==> config.mk <==
export PLATFORM = sky130hd
export DESIGN_NAME = fracture_det_flat
export DESIGN_NICKNAME = d
export VERILOG_FILES = /design/src/rtl/fracture_det_if.sv /design/src/rtl/fracture_det.sv /design/src/flat_wrapper.sv
export SDC_FILE = /design/constraint.sdc
export NUM_CORES = 1
export LEC_CHECK = 0
export ABC_AREA = 1
export CORE_MARGIN = 3
export CORE_UTILIZATION = 55
export DETAILED_ROUTE_END_ITERATION = 7
export PLACE_DENSITY = 0.73
export SETUP_SLACK_MARGIN = 0.15
export SLEW_MARGIN = 30
export SYNTH_ARGS = -nofsm -noshare
export SYNTH_HDL_FRONTEND = slang
export SYNTH_SLANG_ARGS = --single-unit
==> constraint.sdc <==
create_clock -name clk_sys -period 3.3 [get_ports clk_sys]
set_clock_uncertainty 0.2 [all_clocks]
set_input_delay 0.33 -clock clk_sys [delete_from_list [all_inputs] [get_ports clk_sys]]
set_output_delay 0.33 -clock clk_sys [all_outputs]
set_load 0.01 [all_outputs]
==> src/rtl/fracture_det_if.sv <==
// Register-side bundle between the FX-bus register block (master) and the
// fracture detector (slave): threshold and clear strobes in, status out.
interface fracture_det_if #(
  parameter int CH = 8
);
  logic [15:0]   cfg_ring_th;
  logic [CH-1:0] clr_fracture;
  logic [CH-1:0] stu_fracture;
  logic          frac_pulse;
  logic          win_tick;

  modport master (
    output cfg_ring_th,
    output clr_fracture,
    input  stu_fracture,
    input  frac_pulse,
    input  win_tick
  );

  modport slave (
    input  cfg_ring_th,
    input  clr_fracture,
    output stu_fracture,
    output frac_pulse,
    output win_tick
  );
endinterface

==> src/rtl/fracture_det.sv <==
// Per-channel ring-pulse counter and fracture detector.
// Each channel's synchronised rising edges are counted over a fixed window of
// WIN_CYC cycles; at the window's evaluation cycle any channel whose count has
// reached the latched threshold sets its sticky status bit.
module fracture_det #(
  parameter int CH      = 8,
  parameter int WIN_CYC = 50000,
  parameter int WIN_W   = 16
) (
  input  logic          clk_sys,
  input  logic          rst_n,
  input  logic [CH-1:0] ring_in,
  fracture_det_if.slave fx
);

  typedef enum logic [1:0] {
    S_ARM   = 2'd0,
    S_COUNT = 2'd1,
    S_EVAL  = 2'd2
  } state_t;

  // Last window-counter value spent in S_COUNT; the next cycle is S_EVAL.
  localparam logic [WIN_W-1:0] LAST_CNT = WIN_W'(WIN_CYC - 2);

  state_t          state;
  logic [WIN_W-1:0] win_cnt;
  logic [15:0]     th_lat;
  logic [15:0]     cnt [CH];

  logic [CH-1:0]   sync1;
  logic [CH-1:0]   sync2;
  logic [CH-1:0]   sync3;
  logic [CH-1:0]   rise;
  logic [CH-1:0]   set_vec;

  // Two-flop synchroniser per channel plus one extra stage for edge detection.
  always_ff @(posedge clk_sys or negedge rst_n) begin
    if (!rst_n) begin
      sync1 <= '0;
      sync2 <= '0;
      sync3 <= '0;
    end else begin
      // NOTE: non-blocking assignments make each stage sample the previous
      // stage's old value, so this really is a three-deep shift register.
      sync1 <= ring_in;
      sync2 <= sync1;
      sync3 <= sync2;
    end
  end

  assign rise = sync2 & ~sync3;

  // Channels that reach the latched threshold; only meaningful during S_EVAL.
  always_comb begin
    // NOTE: default first so every path assigns set_vec and no latch is inferred.
    set_vec = '0;
    if (state == S_EVAL && th_lat != 16'd0) begin
      for (int i = 0; i < CH; i++) begin
        set_vec[i] = (cnt[i] >= th_lat);
      end
    end
  end

  // Window sequencer: arm, count for WIN_CYC-1 cycles, evaluate for one cycle.
  always_ff @(posedge clk_sys or negedge rst_n) begin
    if (!rst_n) begin
      state   <= S_ARM;
      win_cnt <= '0;
      th_lat  <= '0;
      // NOTE: the counter array is a bank of flops, not a RAM, so it is
      // cleared on reset along with the rest of the window state.
      for (int i = 0; i < CH; i++) begin
        cnt[i] <= '0;
      end
    end else begin
      case (state)
        S_ARM, S_EVAL: begin
          // Start a fresh window; an edge arriving now belongs to it.
          th_lat  <= fx.cfg_ring_th;
          win_cnt <= '0;
          for (int i = 0; i < CH; i++) begin
            cnt[i] <= {15'd0, rise[i]};
          end
          state <= S_COUNT;
        end
        S_COUNT: begin
          win_cnt <= win_cnt + 1'b1;
          for (int i = 0; i < CH; i++) begin
            if (cnt[i] != 16'hFFFF) begin
              cnt[i] <= cnt[i] + {15'd0, rise[i]};
            end
          end
          if (win_cnt == LAST_CNT) begin
            state <= S_EVAL;
          end
        end
        default: state <= S_ARM;
      endcase
    end
  end

  // Sticky status with per-bit clear; a set in the same cycle beats the clear.
  always_ff @(posedge clk_sys or negedge rst_n) begin
    if (!rst_n) begin
      fx.stu_fracture <= '0;
      fx.frac_pulse   <= 1'b0;
      fx.win_tick     <= 1'b0;
    end else begin
      fx.stu_fracture <= (fx.stu_fracture & ~fx.clr_fracture) | set_vec;
      fx.frac_pulse   <= |(set_vec & ~fx.stu_fracture);
      fx.win_tick     <= (state == S_EVAL);
    end
  end

endmodule

==> src/flat_wrapper.sv <==
// flat-port wrapper written by rule: the top's interface ports become plain ports
module fracture_det_flat 
#(
  parameter int CH      = 8,
  parameter int WIN_CYC = 50000,
  parameter int WIN_W   = 16
)
  (clk_sys, rst_n, ring_in, fx_cfg_ring_th, fx_clr_fracture, fx_stu_fracture, fx_frac_pulse, fx_win_tick);
  fracture_det_if #(.CH(CH)) fx_i ();
  input  logic clk_sys;
  input  logic rst_n;
  input  logic [CH-1:0] ring_in;
  input wire logic [$bits(fx_i.cfg_ring_th)-1:0] fx_cfg_ring_th;
  input wire logic [$bits(fx_i.clr_fracture)-1:0] fx_clr_fracture;
  output wire logic [$bits(fx_i.stu_fracture)-1:0] fx_stu_fracture;
  output wire logic [$bits(fx_i.frac_pulse)-1:0] fx_frac_pulse;
  output wire logic [$bits(fx_i.win_tick)-1:0] fx_win_tick;
  assign fx_i.cfg_ring_th = fx_cfg_ring_th;
  assign fx_i.clr_fracture = fx_clr_fracture;
  assign fx_stu_fracture = fx_i.stu_fracture;
  assign fx_frac_pulse = fx_i.frac_pulse;
  assign fx_win_tick = fx_i.win_tick;
  fracture_det #(.CH(CH), .WIN_CYC(WIN_CYC), .WIN_W(WIN_W)) u_core (.clk_sys(clk_sys), .rst_n(rst_n), .ring_in(ring_in), .fx(fx_i));
endmodule
==> results.cfg <==
[placed_design]
dp_hpwl_um = 24730
dpl_cell_area_um2 = 14020
dp.cells = 2069
port_buffers = 43
place_congestion = 0.9198

[layout]
final_cells = 2102
drive_gt1_frac = 0.04879
utilization = 0.6202
syn_to_final_growth_pct = 10.47
nFillCells = 2095
nNetsFinal = 1950
antenna-diode-count = 0
final_area_um2 = 14640

[sta]
post-route-min-period_ns = 2.391
finalCritPeriodShare = 0.7244
max_freq_mhz = 418.3
fin_tns_setup_ns = 0
finalSetupViolCount = 0
finalHoldViolations = 0
worstMarginPinSlew_ns = 0.8401
rsz0062_at_grt = false
relSlewSlack = 0.4378
slew_viol_final = 0

[hold_path]
hp-start = ring_in[0]
hp-class = input port to flop

[floorplan]
ios = 44
die_h_um = 161.3
start_util = 0.5614
die_x_um = 161.3
core_um2 = 23610
die_area_um2 = 26000
rows = 56

[synth]
synthCells = 1728
yosys_warnings = 0
synth_top_area_frac = 0.3700
yosys-top-cells-area = dfrtp_1 37%, ha_1 14%, nand2_1 12%, inv_1 5.7%, o21ai_0 4.4%
synth_cell_types = 45
synth_area_um2 = 13260
yosys.area.top_type = dfrtp_1
ys_seq_elements = 196
yosys-top-cells-count = 419 x nand2_1, 202 x inv_1, 196 x dfrtp_1
synth_ff_type = dfrtp_1
synth_edf_count = 0
synthMostInstantiatedCell = nand2_1
postSynth.asyncResetShare = 1.000
yosysSeqAreaShare = 0.3700
synth_nets = 1908
avgSynthCellArea_um2 = 7.672

[pwr]
p_comb_frac = 0.238
p_int_mw = 4.550
ir_worst_vdd_uv = 388.5
p_per_area_nw_per_um2 = 477.0
p_leak_nw = 7.095
p_clk_frac = 0.316
net-switching-power_mw = 2.435
swShare = 0.3486
power_frac_seq = 0.446

[clock_network]
cts_tree = built
clock_latency_ns = 0.44
path_clk_slew_ns = 0.08
hold_buffers = 1
root_buffer = clkbuf_16
post_cts_buffers = 0
clock_path_buffers = 2
htreeDepth = 4
cts_resized = 0
cts_buffers = 17
clock-sinks = 196

[job]
maxCapViolCount = 0

[setup_path]
r2r_slack_ns = 0.91
timing.critical_path.from_type = flop
path_class = flop to flop
reg2reg_depth = 12
r2r_end = u_core.cnt[94]
r2r_start = u_core.sync3[2]
endpoint = u_core.cnt[94]
arrival_ns = 2.52
critPathLaunch = u_core.sync3[2]
crit_path_end_kind = flop
required_ns = 3.43
crit_fanout = 5

[global_routing]
grt_pass1_wl_um = 57500
grt_max_degree = 76
globalRouteTotalUtil = 0.2755
antenna_found_initial = 0
grt_pass1_vias = 11320
overflow = 0

[route]
drc = 0
wl_per_cell_um = 16.54
dr.pass1.iters = 5
drt_wl_total_um = 34760
route.vias.total = 11920
drt_first_iter_violations = 1134
drt.antenna.violating_nets = 0
vias_per_cell = 5.672

[outcome]
status = finished, final reports clean
[power by group through the flow]
stage	logic [mW]	registers (mW)	clock network (mW)
5_1_grt	1.97	3.16	2.34
2_1_floorplan	1.23	3.02	0
3_5_place_dp	1.63	3.15	0
4_1_cts	1.66	3.10	2.24
6_report	1.66	3.11	2.21
3_3_place_gp	1.55	3.14	0
[through the flow]
| stage | power [mW] | hold slack (ns) | setup WS (ns) |
|---|---|---|---|
| after floorplan | 4.251 | -0.1656 | 1.286 |
| after global placement | 4.691 | 0.1320 | 0.9703 |
| after CTS | 6.996 | 0.1076 | 0.9108 |
| after detailed placement | 4.778 | 0.1347 | 0.9512 |
| final | 6.986 | 0.1237 | 0.9095 |
| after global routing | 7.470 | 0.1148 | 0.6913 |
[flip-flops by register name (all words and copies together), names as in the netlist]
| name | count |
|---|---|
| u_core.cnt | 128 |
| u_core.th_lat | 16 |
| u_core.win_cnt | 16 |
| u_core.fx.stu_fracture | 8 |
| u_core.sync1 | 8 |
| u_core.sync2 | 8 |
| u_core.sync3 | 8 |
| u_core.state | 2 |
| u_core.fx.frac_pulse | 1 |
| u_core.fx.win_tick | 1 |
[placed cells by master, fill, tap and decap left out, types with 7 or more instances in the layout]
cell / netlist / final
a21oi_1: 86 / 86
buf_4: 4 / 9
clkbuf_16: 0 / 17
clkdlybuf4s50_1: 0 / 42
dfrtp_1: 196 / 195
ha_1: 146 / 146
inv_1: 202 / 202
inv_2: 9 / 9
nand2_1: 419 / 419
nand3_1: 99 / 99
nand4_1: 58 / 58
nor2_1: 153 / 153
nor3_1: 59 / 59
nor4_1: 7 / 7
o211ai_1: 7 / 7
o21ai_0: 116 / 116
o21ai_2: 7 / 7
o21bai_1: 7 / 7
o22ai_1: 14 / 14
o31ai_1: 18 / 18
xor2_1: 41 / 41
[worst min path at each step]
| stage | to | slack, ns | depth (start not counted) |
|---|---|---|---|
| 6_report | u_core.sync1[0] | 0.12 | 1 |
| 5_1_grt | u_core.sync1[0] | 0.11 | 1 |
| 3_5_place_dp | u_core.sync2[4] | 0.13 | 0 |
| 3_3_place_gp | u_core.sync2[3] | 0.13 | 0 |
| 2_1_floorplan | u_core.cnt[0] | -0.17 | 0 |
| 4_1_cts | u_core.sync1[0] | 0.11 | 1 |
[critical path, stage by stage (launching register included)]
cell and delay, ns:
dfrtp_1 0.38, nor2_1 0.10, ha_1 0.19, ha_1 0.21, inv_1 0.07, nor2_1 0.30, nand2_1 0.08, nor2_1 0.13
nand2_1 0.10, nor2_1 0.26, nand3_1 0.11, nand2_1 0.08, o21ai_0 0.07
[routing by layer]
metal / vias to the layer above / GRT usage / wire length, µm
met4: 0 / 0.08135 / 847
met5: - / 0 / 0
met2: 329 / 0.4403 / 15680
met1: 5652 / 0.3866 / 16380
met3: 62 / 0.04873 / 1844
li1: 5879 / - / -
[area by class of cell]
class | count | area (µm²) | share of cell area
flip-flops and latches | 196 | 4906 | 0.3350
well taps | 319 | 399.1 | 0.02726
inverters | 212 | 798.3 | 0.05451
repair buffers | 55 | 551.8 | 0.03768
clock inverters | 15 | 188.9 | 0.01290
clock buffers | 17 | 425.4 | 0.02905
multi-input cells | 1288 | 7375 | 0.5036
[cells by family after synthesis]
kind of cell | Yosys count | share of synthesized area
XOR/XNOR | 44 | 0.02907
AND/OR/NAND/NOR | 824 | 0.2702
adder cells (fa/ha/maj) | 146 | 0.1378
AO/OA/AOI/OAI | 274 | 0.1192
buffers and inverters | 244 | 0.07371
flip-flops | 196 | 0.3700
(Power assumes the default switching activity.)
